File: src/rtl/ccsds_pkg.sv
// Shared constants and types for the CCSDS pseudo-randomizer.
// Holds the h(x) tap mask, the default seed and the framing FSM states.
package ccsds_pkg;

    localparam int          LFSR_W       = 8;
    // Feedback taps of h(x)=x^8+x^7+x^5+x^3+1 as state bits 7,5,3,0
    localparam logic [7:0]  LFSR_TAPS    = 8'b1010_1001;
    localparam logic [7:0]  DEFAULT_SEED = 8'hFF;

    typedef enum logic {
        ST_IDLE  = 1'b0,
        ST_FRAME = 1'b1
    } state_e;

    // One LFSR step: shift right, feedback enters at the top
    function automatic logic [LFSR_W-1:0] lfsr_next(
        input logic [LFSR_W-1:0] s
    );
        return {^(s & LFSR_TAPS), s[LFSR_W-1:1]};
    endfunction

endpackage

File: src/rtl/ccsds_lfsr_step.sv
// Unrolled DATA_W-step LFSR advance with keystream output.
// Keystream MSB is the first emitted bit, matching transmit order.
module ccsds_lfsr_step
    import ccsds_pkg::*;
#(
    parameter int DATA_W = 8
) (
    input  logic [LFSR_W-1:0] i_state,
    output logic [LFSR_W-1:0] o_next,
    output logic [DATA_W-1:0] o_keystream
);

    logic [LFSR_W-1:0] w_s;

    // Emit lfsr[0] then step, DATA_W times, MSB of the beat first
    always_comb begin
        w_s         = i_state;
        o_keystream = '0;
        for (int j = 0; j < DATA_W; j++) begin
            o_keystream[DATA_W-1-j] = w_s[0];
            w_s                     = lfsr_next(w_s);
        end
        o_next = w_s;
    end

endmodule

File: src/rtl/ccsds_randomizer.sv
// CCSDS pseudo-randomizer with valid/ready streaming and per-frame seeding.
// One-beat registered output stage; LFSR only advances on accepted beats.
module ccsds_randomizer
    import ccsds_pkg::*;
#(
    parameter int          DATA_W = 8,
    parameter logic [7:0]  SEED   = DEFAULT_SEED
) (
    input  logic              clk_i,
    input  logic              rst_ni,
    input  logic              clear_i,
    input  logic              bypass_i,
    input  logic [DATA_W-1:0] s_data_i,
    input  logic              s_valid_i,
    input  logic              s_last_i,
    output logic              s_ready_o,
    output logic [DATA_W-1:0] m_data_o,
    output logic              m_valid_o,
    output logic              m_last_o,
    input  logic              m_ready_i,
    output logic [15:0]       frame_cnt_o
);

    state_e              r_state;
    logic [LFSR_W-1:0]   r_lfsr;
    logic                r_byp;
    logic [DATA_W-1:0]   r_data;
    logic                r_last;
    logic                r_valid;
    logic [15:0]         r_cnt;

    logic                w_accept;
    logic                w_start;
    logic                w_byp;
    logic                w_out_hs;
    logic [LFSR_W-1:0]   w_lfsr_in;
    logic [LFSR_W-1:0]   w_lfsr_nxt;
    logic [DATA_W-1:0]   w_ks;
    logic [DATA_W-1:0]   w_data;

    assign s_ready_o   = !r_valid || m_ready_i;
    assign w_accept    = s_valid_i && s_ready_o;
    assign w_out_hs    = r_valid && m_ready_i;

    // A beat seen in ST_IDLE opens a frame: reseed and sample bypass
    assign w_start     = (r_state == ST_IDLE);
    assign w_lfsr_in   = w_start ? SEED : r_lfsr;
    assign w_byp       = w_start ? bypass_i : r_byp;
    assign w_data      = w_byp ? s_data_i : (s_data_i ^ w_ks);

    assign m_data_o    = r_data;
    assign m_valid_o   = r_valid;
    assign m_last_o    = r_last;
    assign frame_cnt_o = r_cnt;

    ccsds_lfsr_step #(
        .DATA_W      (DATA_W)
    ) u_step (
        .i_state     (w_lfsr_in),
        .o_next      (w_lfsr_nxt),
        .o_keystream (w_ks)
    );

    // Framing FSM, LFSR state and registered output beat
    always_ff @(posedge clk_i or negedge rst_ni) begin
        if (!rst_ni) begin
            r_state <= ST_IDLE;
            r_lfsr  <= SEED;
            r_byp   <= 1'b0;
            r_data  <= '0;
            r_last  <= 1'b0;
            r_valid <= 1'b0;
        end else if (clear_i) begin
            r_state <= ST_IDLE;
            r_lfsr  <= SEED;
            r_valid <= 1'b0;
        end else if (w_accept) begin
            r_state <= s_last_i ? ST_IDLE : ST_FRAME;
            r_lfsr  <= w_lfsr_nxt;
            r_byp   <= w_byp;
            r_data  <= w_data;
            r_last  <= s_last_i;
            r_valid <= 1'b1;
        end else if (m_ready_i) begin
            r_valid <= 1'b0;
        end
    end

    // Completed-frame counter, bumped when the last beat leaves
    always_ff @(posedge clk_i or negedge rst_ni) begin
        if (!rst_ni) begin
            r_cnt <= '0;
        end else if (w_out_hs && r_last) begin
            r_cnt <= r_cnt + 16'd1;
        end
    end

endmodule

File: config.mk
export PLATFORM = sky130hd
export DESIGN_NAME = ccsds_randomizer
export DESIGN_NICKNAME = d
export VERILOG_FILES = /design/src/rtl/ccsds_pkg.sv /design/src/rtl/ccsds_lfsr_step.sv /design/src/rtl/ccsds_randomizer.sv
export SDC_FILE = /design/constraint.sdc
export NUM_CORES = 1
export LEC_CHECK = 0
export BUFFER_PORTS_ARGS = -buffer_cell sky130_fd_sc_hd__buf_2
export CORE_AREA = 2 2 69 71
export CTS_CLUSTER_DIAMETER = 200
export DETAILED_ROUTE_END_ITERATION = 7
export DIE_AREA = 0 0 71 73
export GPL_TIMING_DRIVEN = 0
export PLACE_DENSITY = 0.64
export SETUP_SLACK_MARGIN = 0.1
export SLEW_MARGIN = 20
export SYNTH_ARGS = -nofsm -noshare
export SYNTH_HDL_FRONTEND = slang
export SYNTH_HIERARCHICAL = 1
export SYNTH_SLANG_ARGS = --single-unit
File: constraint.sdc
create_clock -name clk_i -period 2.6 [get_ports clk_i]
set_clock_uncertainty 0.1 [all_clocks]
set_input_delay 0.78 -clock clk_i [delete_from_list [all_inputs] [get_ports clk_i]]
set_output_delay 0.78 -clock clk_i [all_outputs]
set_load 0.1 [all_outputs]
Word level (Yosys, flattened, before mapping). Index checks and enable logic that the tools add are counted. Widths: inputs -> output; s select.

Register bits: 36. Output and inout port bits: 27. Logic and storage cells: 37.

Add/sub/neg operators: 1. Bitwise operators: 2. Multiplexer cells: 11. Reductions and logical operators: 16.

Operators by type and width (number): $reduce_xor 8->1 (8); $mux 8 (4); $add 16x1->16 const B (1); $xor 8x8->8 (1); $mux 1 (7); $logic_and 1x1->1 (3); $reduce_bool 3->1 (1); $reduce_and 2->1 (1); $reduce_bool 2->1 (1); $logic_not 1->1 (1); $logic_or 1x1->1 (1); $not 1->1 (1).

Logic depth before layout (Yosys ltp). Gate-level depths: netlist (run 1).

Depth after elaboration: 11. Gate-level depth with buffers: 6.

Cells and area by module. The synthesis (run 1) kept the hierarchy.

By module, submodules not included: ccsds_randomizer (instances 1, area an instance 1642.8 um^2, cells an instance 143); ccsds_lfsr_step (instances 1, area an instance 267.8 um^2, cells an instance 23).

Least setup slack after synthesis (run 1). Ideal clock, no wire load.

Path type: register to register. Start point: reg r_cnt[0] (netlist: frame_cnt_o[0]). End point: reg r_cnt[12] (netlist: frame_cnt_o[12]). Data required time: 2.342 ns. Setup slack: 0.319 ns. Stages on the path, launching flop included: 6. Path buffers: 0. Arrival: 2.023 ns. Setup time: 0.158 ns. Clock period less this slack: 2.281 ns. Cells stage by stage: dfrtp_1 -> ha_1 -> nand4_1 -> nor3_2 -> nand3_1 -> xnor2_1.

Longest elaborated chain between the ends: 1.

RTL lines: start: declaration (line ccsds_randomizer.sv:30) `logic [15:0] r_cnt;`; start signal: assignment (line ccsds_randomizer.sv:94) `r_cnt <= r_cnt + 16'd1;`; $add 16x1->16 (line ccsds_randomizer.sv:94).

Every way passes these cells. A chain may end at the register's enable or synchronous reset.

Worst setup path in the final report (run 1).
Start point: in m_ready_i. End point: out s_ready_o.

Longest elaborated chain between the ends: 1.

RTL lines: start: declaration (line ccsds_randomizer.sv:20) `input logic m_ready_i,`; $logic_or 1x1->1 (line ccsds_randomizer.sv:41) `assign s_ready_o = !r_valid || m_ready_i;`; end: declaration (line ccsds_randomizer.sv:16) `output logic s_ready_o,`.

Every way passes these cells.

==> flow_summary.json, run 1 <==
{
  "tightest_slew_ps": 819,
  "synth.area.top_cells": "dfrtp_1, dfstp_2, xnor2_1",
  "rows": 25,
  "grt_pass1_vias": 1204,
  "power_frac_clock_pct": 21.4,
  "cts_setup_buffers": 0,
  "seq_power_share_pct": 39.8,
  "synth_edf_count": 0,
  "p_sw_share_pct": 46.1,
  "final.fill_count": 423,
  "dpl.cell_count": 261,
  "use_met2_pct": 20.5,
  "cts-root-buf": "clkbuf_8",
  "vias_per_cell": 4.86,
  "post-place-ws_ps": 255,
  "route.detailed.drc": 0,
  "hold_viol": 0,
  "grt_util_met3_pct": 2.76,
  "cp-start-kind": "input pin",
  "hold_path_class": "reg -> reg",
  "clk_pin_slew_ps": 70,
  "syn-cell-area_sq_mm": 0.00191,
  "combPwrFrac_pct": 38.8,
  "io_buffers": 41,
  "crit_slowest_cell": "buf_2",
  "synth_async_sr_flop_share_pct": 100,
  "maxCapViolCount": 0,
  "firstDrtPassIters": 4,
  "synth.most_common_cell": "dfrtp_1",
  "path_max_fanout": 4,
  "vdd_ir_drop_max_v": 0.000419,
  "gp_congestion": 0.773,
  "maxSlewHeadroom_pct": 45.4,
  "leakage_uw": 0.00108,
  "fin_tns_setup_ps": 0,
  "final_max_slew_viol_count": 0,
  "synth_common_cells": "dfrtp_1, xnor2_1, xor2_1",
  "crit_path_end_kind": "output port",
  "insertion_delay_ps": 290,
  "synth_cells": 166,
  "utilization_pct": 50.0,
  "switchingPower_uw": 831,
  "synth.distinct_cells": 32,
  "dp_hpwl_um": 2480,
  "grt_overflow": 0,
  "setup_viol": 0,
  "ys.flop_type": "dfrtp_1",
  "postRouteAntennaNets": 0,
  "antenna_found_initial": 0,
  "wl_per_cell_um": 12.9,
  "die_x_um": 71,
  "syn-num-nets": 182,
  "slowest_delay_ps": 420,
  "yosysTopAreaCell": "dfrtp_1",
  "clock_sinks": 36,
  "synth_warnings": 6,
  "n_antenna_cell": 0,
  "core-area_sq_mm": 0.00454,
  "stdcell_count": 269,
  "grt_use_met1_pct": 19.9,
  "htreeDepth": 2,
  "fmax_mhz": 426,
  "cts_resized": 0,
  "cp_common_cell": "buf_2",
  "p_int_uw": 974,
  "setup_ws_ps": 255,
  "grt_pass1_wl_um": 5640,
  "synth_top_area_share_pct": 36.7,
  "worstPathCellList": "buf_2 -> nand2b_4 -> buf_2",
  "cp_data_arrival_time_ps": 1470,
  "max-clock-path-buffers": 2,
  "grt_usage_pct": 14.2,
  "vias": 1307,
  "cts_tree": "yes",
  "syn_avg_cell_area_sq_um": 11.5,
  "gr-max-usage-layer": "met2",
  "grt_max_degree": 37,
  "syn2layout_area_growth_pct": 18.7,
  "synth-seq-cells": 36,
  "cts_hold_buf": 0,
  "crit_required_ps": 1720,
  "wl_um": 3480,
  "die_h_um": 73,
  "drive_gt1_share_pct": 36.3,
  "timing.final.crit_share_pct": 90.2,
  "outcome": "completed",
  "start_util_pct": 42.1,
  "ys_seq_area_share_pct": 47.7,
  "rsz0062_at_grt": "false",
  "detail_route.iter0.violations": 71,
  "ioPinCount": 42,
  "period_needed_ps": 2350,
  "critPathKind": "in -> out",
  "p_per_area_mw_per_mm2": 796,
  "die_area_sq_mm": 0.00518,
  "cts_buffers": 5,
  "nets": 230,
  "finalPower_uw": 1810
}
[sequential cells by signal, indices dropped and copies added (netlist names)]
| register | count |
|---|---|
| m_data_o | 8 |
| r_state | 1 |
| m_valid_o | 1 |
| frame_cnt_o | 16 |
| m_last_o | 1 |
| r_lfsr | 8 |
| r_byp | 1 |
[critical path, delay by kind of cell]
kind                   cells  cell delay [ps]
AND/OR/NAND/NOR            1              140
buffers and inverters      2              540
[cell type report]
class | instances | area, sq um | share of cell area, %
sequential | 36 | 911 | 40.2
multi-input combinational | 115 | 903 | 39.8
timing repair buffer | 41 | 205 | 9.05
buffer | 12 | 85.1 | 3.75
clock buffer | 6 | 72.6 | 3.20
tap | 54 | 67.6 | 2.98
clock inverter | 2 | 11.3 | 0.497
inverter | 3 | 11.3 | 0.497
[cell usage in the layout, fill, tap and decap left out, types with 5 or more instances in the layout]
master,instances
dfrtp_1,28
a21oi_1,9
nand2b_1,9
clkbuf_8,5
nand3_1,5
buf_2,43
nand2_1,12
dfstp_2,8
xnor2_1,16
buf_4,8
xor2_1,16
o22a_1,8
nand4_1,7
nor2_1,11
xnor3_1,5
[power by group through the flow]
stage / combinational (uW) / sequential [uW] / clock, uW
final: 701 / 718 / 386
after global routing: 740 / 730 / 421
after CTS: 706 / 718 / 402
after detailed placement: 705 / 729 / 0
after global placement: 701 / 724 / 0
after floorplan: 168 / 1130 / 0
[per-layer routing]
layer | share of wire (%) | routed length [um]
met1 | 52 | 1800
met2 | 41 | 1430
met3 | 5.1 | 177
met4 | 2.1 | 73
met5 | 0 | 0
[metrics by stage]
step                      hold slack, ps  area [sq um]
after floorplan                      384          1910
after global placement               359          2180
after detailed placement             364          2180
after CTS                            373          2270
after global routing                 381          2270
final                                363          2270
[path summary, 6_finish.rpt]
check	cells after the start	endpoint	slack, ps	startpoint
min	1	frame_cnt_o[15]	360	frame_cnt_o[15]
min reg2reg	1	frame_cnt_o[15]	360	frame_cnt_o[15]
max in group asynchronous	1	m_data_o[0]	1390	rst_ni
min in group asynchronous	1	m_data_o[6]	480	rst_ni
max	3	s_ready_o	250	m_ready_i
max reg2reg	5	r_lfsr[1]	750	r_state
[kinds of logic after synthesis]
group,count (synthesis),share of synthesized area (%)
fa+ha+maj,1,0.655
compound gates,19,6.81
buf+inv,15,5.04
xor+xnor,38,21.4
mux,3,2.36
simple gates,54,16.0
flops,36,47.7
Power figures use the tool's default switching activity.
==> run 2, diff against run 1 <==
--- a/config.mk
+++ b/config.mk
@@ -6,12 +6,12 @@
 export NUM_CORES = 1
 export LEC_CHECK = 0
 export BUFFER_PORTS_ARGS = -buffer_cell sky130_fd_sc_hd__buf_2
-export CORE_AREA = 2 2 69 71
+export CORE_AREA = 2 2 73 75
 export CTS_CLUSTER_DIAMETER = 200
 export DETAILED_ROUTE_END_ITERATION = 7
-export DIE_AREA = 0 0 71 73
+export DIE_AREA = 0 0 75 77
 export GPL_TIMING_DRIVEN = 0
-export PLACE_DENSITY = 0.64
+export PLACE_DENSITY = 0.58
 export SETUP_SLACK_MARGIN = 0.1
 export SLEW_MARGIN = 20
 export SYNTH_ARGS = -nofsm -noshare
==> run 2 against run 1 <==
  * Clock power up 5.7%
  * Die area increased by 11%
  * Core utilization fell by 3.9 points
  * Combinational power about the same
  * Worst setup slack got worse by 9.6 ps
  * Routed wire length increased by 2.7%
  * Worst hold slack better by 3.6 ps
  * Non-clock buffer count unchanged
  * Final area up 1.2%
  * Critical path depth is the same
  * Fmax shrank 0.41%
  * Sequential share of layout area decreased by 0.46 points
  * Largest cell class unchanged
==> flow_summary.json, run 2 (synthesis results as in run 1) <==
{
  "outcome": "completed",
  "crit_slowest_cell": "buf_2",
  "critPathKind": "in -> out",
  "setup_ws_ps": 245,
  "fin_tns_setup_ps": 0,
  "gp_congestion": 0.731,
  "crit_path_end_kind": "output port",
  "slowest_delay_ps": 430,
  "final.fill_count": 492,
  "nets": 230,
  "start_util_pct": 38.4,
  "period_needed_ps": 2350,
  "grt_pass1_wl_um": 6020,
  "most-common-layout-cells": "buf_2, dfrtp_1, xnor2_1, xor2_1, nand2_1",
  "fmax_mhz": 425,
  "die_area_sq_mm": 0.00578,
  "hold_viol": 0,
  "rows": 26,
  "worstPathCellList": "buf_2 -> nand2b_4 -> buf_2",
  "die_h_um": 77,
  "cts_tree": "yes",
  "cts_setup_buffers": 0,
  "maxCapViolCount": 0,
  "n_antenna_cell": 0,
  "io_buffers": 41,
  "cts_hold_buf": 0,
  "route.detailed.drc": 0,
  "post-place-ws_ps": 249,
  "firstDrtPassIters": 4,
  "reg2reg_slack_ps": 790,
  "grt_pass1_vias": 1278,
  "leakage_uw": 0.00109,
  "max-clock-path-buffers": 2,
  "clk_pin_slew_ps": 70,
  "cts_buffers": 5,
  "tightest_slew_ps": 791,
  "core-area_sq_mm": 0.00498,
  "timing.final.crit_share_pct": 90.6,
  "ioPinCount": 42,
  "clock_sinks": 36,
  "wl_per_cell_um": 12.6,
  "wl_um": 3580,
  "p_per_area_mw_per_mm2": 796,
  "cp_common_cell": "buf_2",
  "antenna_found_initial": 0,
  "largest_reg_flops": 16,
  "crit_required_ps": 1720,
  "fin_worst_hold_slack_ps": 366,
  "grt_overflow": 0,
  "hold_path_class": "reg -> reg",
  "cp_data_arrival_time_ps": 1470,
  "grt_max_degree": 37,
  "dp_hpwl_um": 2620,
  "setup_viol": 0,
  "htreeDepth": 2,
  "postRouteAntennaNets": 0,
  "cts-root-buf": "clkbuf_8",
  "finalPower_uw": 1820,
  "maxSlewHeadroom_pct": 47.3,
  "cp-start-kind": "input pin",
  "vias_per_cell": 4.61,
  "cts_resized": 0,
  "final_common_cell": "buf_2",
  "vias": 1313,
  "vdd_ir_drop_max_v": 0.000373,
  "final_max_slew_viol_count": 0,
  "drive_gt1_share_pct": 36.3,
  "insertion_delay_ps": 280,
  "detail_route.iter0.violations": 73,
  "grt_usage_pct": 13.5,
  "syn2layout_area_growth_pct": 20.0,
  "path_max_fanout": 4,
  "die_x_um": 75,
  "rsz0062_at_grt": "false"
}
[run 2: cell count changes in the layout (fill, tap and decap cells not counted)]
cell | before | now
clkbuf_1 | 2 | 3
clkbuf_8 | 5 | 6
clkinv_1 | 1 | 0
clkinvlp_4 | 1 | 0
[run 2: cell type report]
class	instances	area, sq um	area share (%)
Sequential cell	36	911	39.7
Clock buffer	8	90.1	3.93
Buffer	12	85.1	3.71
Tap cell	70	87.6	3.82
Inverter	3	11.3	0.491
Multi-Input combinational cell	115	903	39.4
Timing Repair Buffer	41	205	8.95
[run 2: path summary, 6_finish.rpt]
kind	startpoint	cells past startpoint	endpoint
max	m_ready_i	3	s_ready_o
min	frame_cnt_o[15]	1	frame_cnt_o[15]
max reg2reg	r_state	5	r_lfsr[1]
min reg2reg	frame_cnt_o[15]	1	frame_cnt_o[15]
max in group asynchronous	rst_ni	1	frame_cnt_o[7]
min in group asynchronous	rst_ni	1	r_byp
[run 2: power breakdown]
group          internal [uW]  total [uW]  switching [uW]
clock                    216         408             192
combinational            148         702             554
sequential               640         715            74.6
[run 2: metrics by stage]
step | utilization [%] | instances | instance area [sq um]
5_1_grt | 46.1 | 285 | 2290
6_report | 46.1 | 285 | 2290
3_3_place_gp | 44.3 | 277 | 2200
2_1_floorplan | - | 166 | 1910
3_5_place_dp | 44.3 | 277 | 2200
4_1_cts | 46.1 | 285 | 2290
[run 2: layer usage]
metal	vias up	global-route usage [%]	part of all wire [%]
li1	649	-	-
met1	630	20.3	50
met2	30	19.4	45
met3	4	2.76	4.2
met4	0	4.29	0.95
met5	-	0	0
[run 2: critical path: cells and delay by family]
family                 cells  cell delay, ps
buffers and inverters      2             550
and+or+nand+nor            1             150
